[config.mk]
export PLATFORM = sky130hd
export DESIGN_NAME = line_raster_engine_flat
export DESIGN_NICKNAME = d
export VERILOG_FILES = /design/src/rtl/line_raster_engine_if.sv /design/src/rtl/line_raster_engine.sv /design/src/flat_wrapper.sv
export SDC_FILE = /design/constraint.sdc
export NUM_CORES = 1
export LEC_CHECK = 0
export CORE_MARGIN = 5
export CORE_UTILIZATION = 30
export CTS_BUF_LIST = sky130_fd_sc_hd__clkbuf_4 sky130_fd_sc_hd__clkbuf_8
export CTS_CLUSTER_DIAMETER = 30
export DETAILED_ROUTE_END_ITERATION = 12
export GPL_TIMING_DRIVEN = 0
export MAX_ROUTING_LAYER = met4
export REMOVE_ABC_BUFFERS = 1
export SLEW_MARGIN = 20
export SYNTH_ARGS = -nofsm -noshare
export SYNTH_HDL_FRONTEND = slang
export SYNTH_SLANG_ARGS = --single-unit
[constraint.sdc]
create_clock -name clk -period 16 [get_ports clk]
set_input_delay 1.6 -clock clk [delete_from_list [all_inputs] [get_ports clk]]
set_output_delay 1.6 -clock clk [all_outputs]
set_load 0.02 [all_outputs]
[src/rtl/line_raster_engine_if.sv]
// line_raster_engine_if: start/endpoint request and pixel stream handshake for the line rasteriser.
interface line_raster_engine_if #(
    parameter int XW = 10,
    parameter int YW = 9
);
    logic          start;
    logic [XW-1:0] x0;
    logic [XW-1:0] x1;
    logic [YW-1:0] y0;
    logic [YW-1:0] y1;
    logic          busy;
    logic          pix_valid;
    logic          pix_ready;
    logic [XW-1:0] pix_x;
    logic [YW-1:0] pix_y;
    logic          pix_last;
    logic          done;

    modport master (
        output start, x0, x1, y0, y1, pix_ready,
        input  busy, pix_valid, pix_x, pix_y, pix_last, done
    );

    modport slave (
        input  start, x0, x1, y0, y1, pix_ready,
        output busy, pix_valid, pix_x, pix_y, pix_last, done
    );
endinterface

[src/rtl/line_raster_engine.sv]
// line_raster_engine: Bresenham rasteriser for any octant, streaming one pixel per
// valid/ready handshake from the endpoint with the smaller major coordinate.
module line_raster_engine #(
    parameter int XW = 10,
    parameter int YW = 9
) (
    input logic                 clk,
    input logic                 reset,
    line_raster_engine_if.slave bus
);
    localparam int W = (XW > YW) ? XW : YW;
    localparam logic [1:0] S_IDLE  = 2'd0;
    localparam logic [1:0] S_SETUP = 2'd1;
    localparam logic [1:0] S_RUN   = 2'd2;
    localparam logic [1:0] S_DONE  = 2'd3;

    logic [1:0]          state_q, state_d;
    logic [W-1:0]        ax_q, ay_q, bx_q, by_q, ax_d, ay_d, bx_d, by_d;
    logic [W-1:0]        maj_q, min_q, end_q, dx_q, dy_q;
    logic [W-1:0]        maj_d, min_d, end_d, dx_d, dy_d;
    logic                steep_q, steep_d, neg_q, neg_d;
    logic signed [W+1:0] err_q, err_d, err_sub;
    logic [W-1:0]        adx, ady, p0j, p0n, p1j, p1n, s_maj, s_min, e_maj, e_min, s_dx;
    logic                steep, swp, fire, last;

    // Setup: pick the major axis, then order endpoints so the major coordinate increases.
    assign adx   = (bx_q >= ax_q) ? bx_q - ax_q : ax_q - bx_q;
    assign ady   = (by_q >= ay_q) ? by_q - ay_q : ay_q - by_q;
    assign steep = ady > adx;
    assign p0j   = steep ? ay_q : ax_q;
    assign p0n   = steep ? ax_q : ay_q;
    assign p1j   = steep ? by_q : bx_q;
    assign p1n   = steep ? bx_q : by_q;
    assign swp   = p0j > p1j;
    assign s_maj = swp ? p1j : p0j;
    assign s_min = swp ? p1n : p0n;
    assign e_maj = swp ? p0j : p1j;
    assign e_min = swp ? p0n : p1n;
    assign s_dx  = e_maj - s_maj;

    assign last    = maj_q == end_q;
    assign fire    = (state_q == S_RUN) && bus.pix_ready;
    assign err_sub = err_q - $signed({2'b00, dy_q});

    assign bus.busy      = state_q != S_IDLE;
    assign bus.pix_valid = state_q == S_RUN;
    assign bus.pix_last  = (state_q == S_RUN) && last;
    assign bus.done      = state_q == S_DONE;
    assign bus.pix_x     = XW'(steep_q ? min_q : maj_q);
    assign bus.pix_y     = YW'(steep_q ? maj_q : min_q);

    always_comb begin
        state_d = state_q;
        ax_d    = ax_q;
        ay_d    = ay_q;
        bx_d    = bx_q;
        by_d    = by_q;
        maj_d   = maj_q;
        min_d   = min_q;
        end_d   = end_q;
        dx_d    = dx_q;
        dy_d    = dy_q;
        steep_d = steep_q;
        neg_d   = neg_q;
        err_d   = err_q;
        if (state_q == S_IDLE && bus.start) begin
            ax_d    = W'(bus.x0);
            ay_d    = W'(bus.y0);
            bx_d    = W'(bus.x1);
            by_d    = W'(bus.y1);
            state_d = S_SETUP;
        end
        if (state_q == S_SETUP) begin
            steep_d = steep;
            maj_d   = s_maj;
            min_d   = s_min;
            end_d   = e_maj;
            dx_d    = s_dx;
            dy_d    = (e_min >= s_min) ? e_min - s_min : s_min - e_min;
            neg_d   = e_min < s_min;
            err_d   = $signed({3'b000, s_dx[W-1:1]});
            state_d = S_RUN;
        end
        if (fire && last) state_d = S_DONE;
        if (fire && !last) begin
            maj_d = maj_q + W'(1);
            err_d = err_sub[W+1] ? err_sub + $signed({2'b00, dx_q}) : err_sub;
            min_d = !err_sub[W+1] ? min_q : neg_q ? min_q - W'(1) : min_q + W'(1);
        end
        if (state_q == S_DONE) state_d = S_IDLE;
    end

    always_ff @(posedge clk or negedge reset) begin
        if (!reset) begin
            state_q <= S_IDLE;
            ax_q    <= '0;
            ay_q    <= '0;
            bx_q    <= '0;
            by_q    <= '0;
            maj_q   <= '0;
            min_q   <= '0;
            end_q   <= '0;
            dx_q    <= '0;
            dy_q    <= '0;
            steep_q <= 1'b0;
            neg_q   <= 1'b0;
            err_q   <= '0;
        end else begin
            state_q <= state_d;
            ax_q    <= ax_d;
            ay_q    <= ay_d;
            bx_q    <= bx_d;
            by_q    <= by_d;
            maj_q   <= maj_d;
            min_q   <= min_d;
            end_q   <= end_d;
            dx_q    <= dx_d;
            dy_q    <= dy_d;
            steep_q <= steep_d;
            neg_q   <= neg_d;
            err_q   <= err_d;
        end
    end
endmodule

[src/flat_wrapper.sv]
// flat-port wrapper written by rule: the top's interface ports become plain ports
module line_raster_engine_flat 
#(
    parameter int XW = 10,
    parameter int YW = 9
)
  (clk, reset, bus_start, bus_x0, bus_x1, bus_y0, bus_y1, bus_pix_ready, bus_busy, bus_pix_valid, bus_pix_x, bus_pix_y, bus_pix_last, bus_done);
  line_raster_engine_if #(.XW(XW), .YW(YW)) bus_i ();
  input logic clk;
  input logic reset;
  input wire logic [$bits(bus_i.start)-1:0] bus_start;
  input wire logic [$bits(bus_i.x0)-1:0] bus_x0;
  input wire logic [$bits(bus_i.x1)-1:0] bus_x1;
  input wire logic [$bits(bus_i.y0)-1:0] bus_y0;
  input wire logic [$bits(bus_i.y1)-1:0] bus_y1;
  input wire logic [$bits(bus_i.pix_ready)-1:0] bus_pix_ready;
  output wire logic [$bits(bus_i.busy)-1:0] bus_busy;
  output wire logic [$bits(bus_i.pix_valid)-1:0] bus_pix_valid;
  output wire logic [$bits(bus_i.pix_x)-1:0] bus_pix_x;
  output wire logic [$bits(bus_i.pix_y)-1:0] bus_pix_y;
  output wire logic [$bits(bus_i.pix_last)-1:0] bus_pix_last;
  output wire logic [$bits(bus_i.done)-1:0] bus_done;
  assign bus_i.start = bus_start;
  assign bus_i.x0 = bus_x0;
  assign bus_i.x1 = bus_x1;
  assign bus_i.y0 = bus_y0;
  assign bus_i.y1 = bus_y1;
  assign bus_i.pix_ready = bus_pix_ready;
  assign bus_busy = bus_i.busy;
  assign bus_pix_valid = bus_i.pix_valid;
  assign bus_pix_x = bus_i.pix_x;
  assign bus_pix_y = bus_i.pix_y;
  assign bus_pix_last = bus_i.pix_last;
  assign bus_done = bus_i.done;
  line_raster_engine #(.XW(XW), .YW(YW)) u_core (.clk(clk), .reset(reset), .bus(bus_i));
endmodule
==> results.toml, run 1 <==
[synth]
synth_edf_count = 0
yosysUniqueCellTypes = 74
synth_async_sr_flop_share = 1.00
synth-simple-area-share = 0.148
synth_flop_cell = "dfrtp_1"
synthMuxAreaShare = 0.0985
synth_top_family_by_area = "compound AO/OA/AOI/OAI gates"
yosysSeqAreaShare = 0.254
synth_compound_gate_area_share = 0.231
netlist_area_um2 = 10200
synthXorXnorAreaFrac = 0.0556
synth_warnings = 0
ys_seq_elements = 104
syn_area_per_cell_um2 = 8.05
synthAdderAreaFrac = 0.147
syn-instance-count = 1273

[setup_path]
crit_path_top_delay_cell = "mux2i_1"
endpoint_kind = "register"
arrival_ns = 12.75
cp_max_fo = 30
crit_top_cell = "a21oi_1"
reg2reg_depth = 46
critPathLaunchType = "register"
path_class = "reg2reg"
cp_slowest_stage_delay_ns = 0.61
crit_required_ns = 16.30
r2r_slack_ns = 3.55

[grt]
antenna_found_initial = 0
grt_pass1_wl_mm = 46.9
grt_pass1_vias = 8845
grt_overflow = 0
grt_usage = 0.155
grt_max_degree = 59

[floorplanning]
rows = 67
core_um2 = 33600
die_area_um2 = 38000
die_y_um = 195
initial_core_util = 0.305
io-pin-count = 65
die_w_um = 195

[sta]
slew_headroom = 0.330
hold_viol_final = 0
fin_crit_ns = 12.45
whs_ns = 0.489
fin_tns_setup_ns = 0
period_share = 0.778
max_freq_ghz = 0.0803
worst_slack_ns = 3.55
clock_skew_ns = 0.0265
worstMarginPinSlew_ns = 1.00
finalSetupViolCount = 0
slew_viol_final = 0
rsz0062_at_grt = "false"

[routing]
drc = 0
avgViaCountPerCell = 5.15
vias = 9031
wl_per_cell_um = 16.6
drt_iter0_drc = 652
postRouteAntennaNets = 0
drt-total-wl_mm = 29.0
firstDrtPassIters = 5

[place]
place_congestion = 0.922
hpwl_mm = 22.6
pre_cts_ws_ns = 3.36
dpl.cell_count = 1736
port_buffers = 64

[cells_and_area]
multi_input_area_um2 = 7030
final_cell_mix = "nand2_1 (140), o21ai_0 (114), a21oi_1 (112), inv_1 (110)"
fill_cells = 3437
syn_to_final_growth_pct = 14.4
fin_nets = 1455
instances_no_fill = 1753
drive_gt1_frac = 0.0720
final_common_cell = "nand2_1"
regArea_um2 = 2600
diodes = 0

[outcome]
status = "complete, no violations"

[clocking]
post_cts_buffers = 0
numCtsBuffers = 9
cts-hold-fix-buffers = 0
cts_resized = 0
cts_num_sinks = 104
root_buffer = "clkbuf_8"
clkLatencyLatePin_ns = 0.40
cts_tree = "yes"
clk_path_buf_depth = 2
h-tree-depth = 3
clk_pin_slew_ns = 0.12

[run]
drv_cap = 0

[hold_path]
worstHoldPathCells = 2
min_path_type = "reg2reg"
-- state kept, by name (all words and copies together), names as in the netlist, 10 cells and up --
signal / cells
u_core.dy_q: 10
u_core.min_q: 10
u_core.end_q: 10
u_core.ax_q: 10
u_core.maj_q: 10
u_core.dx_q: 10
u_core.bx_q: 10
u_core.err_q: 12
-- worst max-delay path, delay by kind of cell (launching register included) --
kind / cells / cell delay (ns)
XOR/XNOR: 1 / 0.15
flip-flops: 1 / 0.51
AO/OA/AOI/OAI: 23 / 5.40
multiplexers: 5 / 2.10
adder cells (fa/ha/maj): 4 / 1.70
buffers and inverters: 8 / 1.48
AND/OR/NAND/NOR: 5 / 0.94
-- cell usage after synthesis (7+ instances only) --
master,n,area (um2)
nand4_1,11,68.8
nor3_1,13,65.1
mux2i_1,52,521
inv_1,110,413
o21ai_0,115,576
nand2b_1,10,62.6
o221ai_1,7,61.3
o211ai_1,9,67.6
nor2b_1,9,56.3
o21bai_1,19,143
nand2_1,140,526
clkbuf_1,34,128
ha_1,104,1300
dfrtp_1,104,2600
a31oi_1,13,81.3
a21o_1,27,203
mux2_2,38,428
o21ai_1,9,45.0
fa_1,9,180
a21oi_1,113,566
nor2_1,104,390
xor2_1,23,201
buf_2,16,80.1
a211oi_1,13,97.6
nand3_1,18,90.1
buf_1,8,30.0
and3_1,13,81.3
xnor2_1,42,368
-- routing by layer --
metal / global-route usage / wire length, um / vias to the layer above / share of wire
li1: - / - / 4517 / -
met1: 0.209 / 14100 / 4286 / 0.48
met2: 0.254 / 13600 / 201 / 0.47
met3: 0.0185 / 1000 / 27 / 0.035
met4: 0.0287 / 386 / 0 / 0.013
met5: - / 0 / - / 0
-- layout make-up --
| cell class | instances | area share |
|---|---|---|
| multi-input cells | 997 | 0.600 |
| flip-flops and latches | 104 | 0.222 |
| repair buffers | 77 | 0.0790 |
| well taps | 448 | 0.0478 |
| inverters | 111 | 0.0356 |
| clock buffers | 14 | 0.0148 |
| clock inverters | 2 | 0.00117 |
-- cells by family (layout without fill, tap and decap cells) --
group                      count (synthesis)  in the layout
muxes                                     94             94
DFF                                      104            104
xor gates and xnor gates                  65             65
AOI/OAI and AO/OA                        382            382
and+or+nand+nor                          341            341
adders and majority gates                115            115
buffers and inverters                    172            204
-- stage by stage --
| stage | area (um2) | utilization |
|---|---|---|
| 2_1_floorplan | 9980 | - |
| 3_3_place_gp | 11200 | 0.333 |
| 3_5_place_dp | 11500 | 0.342 |
| 4_1_cts | 11700 | 0.348 |
| 5_1_grt | 11700 | 0.349 |
| 6_report | 11700 | 0.349 |
-- path summary, 6_finish.rpt --
check	start	end
worst min register to register	u_core.dy_q[9]$_DFFE_PN0P_	u_core.dy_q[9]$_DFFE_PN0P_
worst max-delay path	u_core.bx_q[3]$_DFFE_PN0P_	u_core.dy_q[9]$_DFFE_PN0P_
min in group asynchronous	reset	u_core.err_q[2]$_DFFE_PN0P_
worst max register to register	u_core.bx_q[3]$_DFFE_PN0P_	u_core.dy_q[9]$_DFFE_PN0P_
worst min-delay path	u_core.dy_q[9]$_DFFE_PN0P_	u_core.dy_q[9]$_DFFE_PN0P_
max in group asynchronous	reset	u_core.end_q[7]$_DFFE_PN0P_
Power of run 1 is left out: the tool's default activity adds up to more than one toggle a clock period on the data nets, which glitch-free logic cannot reach.
==> run 2, diff against run 1 <==
Clock period 16 ns to 11.1 ns, I/O delays scaled along.
==> results.toml, run 2 (synthesis gave the netlist of run 1 again) <==
[outcome]
status = "complete, no violations"

[routing]
drt-total-wl_mm = 29.7
postRouteAntennaNets = 0
avgViaCountPerCell = 5.17
drc = 0
drt_iter0_drc = 590
wl_per_cell_um = 16.7
vias = 9166
firstDrtPassIters = 5

[setup_path]
endpoint_kind = "register"
rr_startpoint = "u_core.by_q[0]$_DFFE_PN0P_"
r2r_slack_ns = 0.48
critPathLaunchType = "register"
cp_max_fo = 26
arrival_ns = 10.93
crit_required_ns = 11.40
reg2reg_depth = 49
cp_slowest_stage_delay_ns = 0.47
crit_path_top_delay_cell = "a2111o_1"
path_class = "reg2reg"
r2r-end = "u_core.dy_q[9]$_DFFE_PN0P_"
crit_top_cell = "a21oi_1"

[cells_and_area]
largest_register_ffs = 12
diodes = 0
drive_gt1_frac = 0.109
final_cell_mix = "nand2_1 (140), o21ai_0 (110), a21oi_1 (109), inv_1 (107)"
regMostFlops = "u_core.err_q"
syn_to_final_growth_pct = 18.4
fin_nets = 1475
final_common_cell = "nand2_1"

[grt]
busiest_layer = "met2"
antenna_found_initial = 0
grt_overflow = 0
grt.met2_usage = 0.255
grt_use_met1 = 0.211
grt_max_degree = 59
grt_pass1_vias = 8876
met3_usage = 0.0187
grt_pass1_wl_mm = 47.3
grt_usage = 0.156

[hold_path]
min_path_type = "reg2reg"
worstHoldPathCells = 2
whs_endpoint = "u_core.dy_q[9]$_DFFE_PN0P_"
hold_start = "u_core.dy_q[9]$_DFFE_PN0P_"

[clocking]
clkLatencyLatePin_ns = 0.40
cts_tree = "yes"
clk_pin_slew_ns = 0.10
clk_path_buf_depth = 2
cts_num_sinks = 104
cts-hold-fix-buffers = 0
numCtsBuffers = 9
root_buffer = "clkbuf_8"
h-tree-depth = 3

[floorplanning]
die_y_um = 195
io-pin-count = 65
core_um2 = 33600
die_area_um2 = 38000
rows = 67
die_w_um = 195
initial_core_util = 0.305

[sta]
fin_crit_ns = 10.62
slew_viol_final = 0
finalSetupViolCount = 0
slew_headroom = 0.325
whs_ns = 0.485
period_share = 0.957
clock_skew_ns = 0.0196
hold_viol_final = 0
max_freq_ghz = 0.0941
worstMarginPinSlew_ns = 1.01

[run]
drv_cap = 0

[place]
port_buffers = 64
hpwl_mm = 22.6
place_congestion = 0.922
## run 2: cell count changes in the layout (fill, tap and decap cells not counted), moves of 4 or more
cell,before,now
ha_1,104,99
mux2i_4,2,9
buf_4,0,20
mux2i_1,52,42
o21ai_0,114,110
## run 2: layer usage
metal | vias up | part of all wire
met3 | 33 | 0.033
met5 | - | 0
met1 | 4395 | 0.48
li1 | 4558 | -
met2 | 180 | 0.47
met4 | 0 | 0.017
## run 2: final cells by class
type,count,area (um2)
clock inverters,2,13.8
multi-input cells,997,7270
repair buffers,97,1100
clock buffers,14,174
fillers,3399,21500
inverters,111,417
well taps,448,561
flip-flops and latches,104,2600
## run 2: worst max path at each step
stage                               startpoint  slack, ns                    endpoint  cells after the start
floorplan           u_core.bx_q[0]$_DFFE_PN0P_      -1.79  u_core.dy_q[9]$_DFFE_PN0P_                     43
global placement    u_core.bx_q[3]$_DFFE_PN0P_      -5.15  u_core.dy_q[7]$_DFFE_PN0P_                     41
detailed placement  u_core.bx_q[3]$_DFFE_PN0P_      -1.54  u_core.dy_q[9]$_DFFE_PN0P_                     45
CTS                 u_core.bx_q[0]$_DFFE_PN0P_       0.01  u_core.dy_q[9]$_DFFE_PN0P_                     48
global route        u_core.bx_q[0]$_DFFE_PN0P_      -0.02  u_core.dy_q[9]$_DFFE_PN0P_                     49
finish              u_core.by_q[0]$_DFFE_PN0P_       0.48  u_core.dy_q[9]$_DFFE_PN0P_                     49
## run 2: critical path, delay by kind of cell (launching register included)
kind | cells | cell delay [ns]
simple gates | 4 | 0.96
fa+ha+maj | 6 | 1.79
mux | 4 | 0.93
compound gates | 27 | 5.29
flops | 1 | 0.44
buf+inv | 8 | 1.08
## run 2: what timing repair did
item,CTS,global route
endpoints found under the setup margin,10,8
resized for setup,22,31
pin swaps,2,6
hold endpoints to repair,0,0
cloned,0,1
buffers inserted,4,16
## run 2: through the flow
stage	worst slack (ns)	cell area [um2]	std cells	setup TNS, ns	util
final	0.477	12100	1773	0	0.361
after detailed placement	-1.54	11500	1736	-10.53	0.342
after global placement	-5.15	11200	1724	-144.14	0.333
after floorplan	-1.79	9980	1212	-13.75	-
after global routing	-0.0211	12100	1773	-0.0211	0.361
after CTS	0.0109	11800	1756	0	0.352
Power of run 2 is left out for the same reason.
==> run 3, diff against run 2 <==
Settings changed: CAP_MARGIN from default to 20, CORE_UTILIZATION 30 to 50, PLACE_DENSITY from default to 0.72.
==> results.toml, run 3 (synthesis gave the netlist of run 1 again) <==
[cells_and_area]
stdcell_area_um2 = 11900
diodes = 0
final_cell_mix = "nand2_1 (140), o21ai_0 (112), inv_1 (108), a21oi_1 (106), dfrtp_1 (104)"
drive_gt1_frac = 0.106
post-route-util = 0.587
regMostFlops = "u_core.err_q"
final_common_cell = "nand2_1"
largest_register_ffs = 12
syn_to_final_growth_pct = 15.9
fin_nets = 1475

[floorplanning]
die_y_um = 153
die_w_um = 153
die_area_um2 = 23500
rows = 52
core_um2 = 20200
io-pin-count = 65
initial_core_util = 0.506

[sta]
hold_viol_final = 0
slew_viol_final = 0
fin_crit_ns = 10.60
max_freq_ghz = 0.0943
slew_headroom = 0.402
fin_tns_setup_ns = 0
finalSetupViolCount = 0
clock_skew_ns = 0.0142
worstMarginPinSlew_ns = 0.894
period_share = 0.955

[routing]
drc = 0
postRouteAntennaNets = 0
firstDrtPassIters = 5
wl_per_cell_um = 17.1
drt-total-wl_mm = 27.2
vias = 9291
drt_iter0_drc = 785
avgViaCountPerCell = 5.83

[run]
drv_cap = 0

[grt]
grt_overflow = 0
grt_pass1_vias = 8904
grt_pass1_wl_mm = 44.0
antenna_found_initial = 0
grt_usage = 0.234
grt_max_degree = 77

[setup_path]
critPathLaunchType = "register"
cp_slowest_stage_delay_ns = 0.46
arrival_ns = 10.92
cp_max_fo = 27
crit_path_top_delay_cell = "fa_1"
crit_top_cell = "a21oi_2"
path_class = "reg2reg"
crit_required_ns = 11.42
endpoint_kind = "register"

[place]
hpwl_mm = 20.5
place_congestion = 0.903
placed_area_um2 = 11200
port_buffers = 64

[clocking]
numCtsBuffers = 9
cts_tree = "yes"
clk_pin_slew_ns = 0.11
clk_path_buf_depth = 2
cts_num_sinks = 104
h-tree-depth = 3
clkLatencyLatePin_ns = 0.42
cts-hold-fix-buffers = 0
root_buffer = "clkbuf_8"

[hold_path]
min_path_type = "reg2reg"

[outcome]
status = "complete, no violations"
run 3: final timing paths:
kind                                             from                           to  slack, ns  cells after the start
min reg2reg                u_core.dy_q[2]$_DFFE_PN0P_   u_core.dy_q[2]$_DFFE_PN0P_       0.49                      2
max reg2reg                u_core.bx_q[0]$_DFFE_PN0P_   u_core.dy_q[9]$_DFFE_PN0P_       0.50                     49
max                        u_core.bx_q[0]$_DFFE_PN0P_   u_core.dy_q[9]$_DFFE_PN0P_       0.50                     49
max in group asynchronous                       reset  u_core.end_q[2]$_DFFE_PN0P_       9.83                      2
min                        u_core.dy_q[2]$_DFFE_PN0P_   u_core.dy_q[2]$_DFFE_PN0P_       0.49                      2
min in group asynchronous                       reset   u_core.ay_q[8]$_DFFE_PN0P_       0.55                      1
run 3: what timing repair did:
item	in CTS	in global routing
setup endpoints to repair	10	8
pin swaps	3	8
gates cloned	1	0
resized for setup	15	34
hold endpoints to repair	0	0
setup buffers	7	15
run 3: metrics by stage:
| step | hold WS (ns) | cells | setup slack (ns) |
|---|---|---|---|
| 2_1_floorplan | 0.449 | 1212 | -1.79 |
| 3_3_place_gp | 0.463 | 1546 | -4.86 |
| 3_5_place_dp | 0.471 | 1556 | -1.91 |
| 4_1_cts | 0.494 | 1580 | 0.0203 |
| 5_1_grt | 0.513 | 1595 | -0.0107 |
| 6_report | 0.489 | 1595 | 0.500 |
run 3: worst max-delay path, delay by kind of cell, from the launching register on:
kind | cells | cell delay, ns
AOI/OAI and AO/OA | 24 | 4.63
and+or+nand+nor | 5 | 0.81
DFF | 1 | 0.43
xor gates and xnor gates | 1 | 0.17
muxes | 4 | 1.08
buffers and inverters | 8 | 1.12
adders and majority gates | 7 | 2.21
run 3: cell type report:
class / count / area [um2]
multi-input combinational: 998 / 7280
timing repair buffer: 96 / 1040
clock buffer: 11 / 151
sequential: 104 / 2600
tap: 270 / 338
inverter: 111 / 417
clock inverter: 5 / 40.0
fill: 1802 / 8360
run 3: routing by layer:
layer,part of all wire,vias to the layer above,GRT usage
li1,-,4570,-
met1,0.45,4385,0.300
met2,0.47,289,0.379
met3,0.047,47,0.0288
met4,0.035,0,0.0904
met5,0,-,-
Power of run 3 is left out for the same reason.
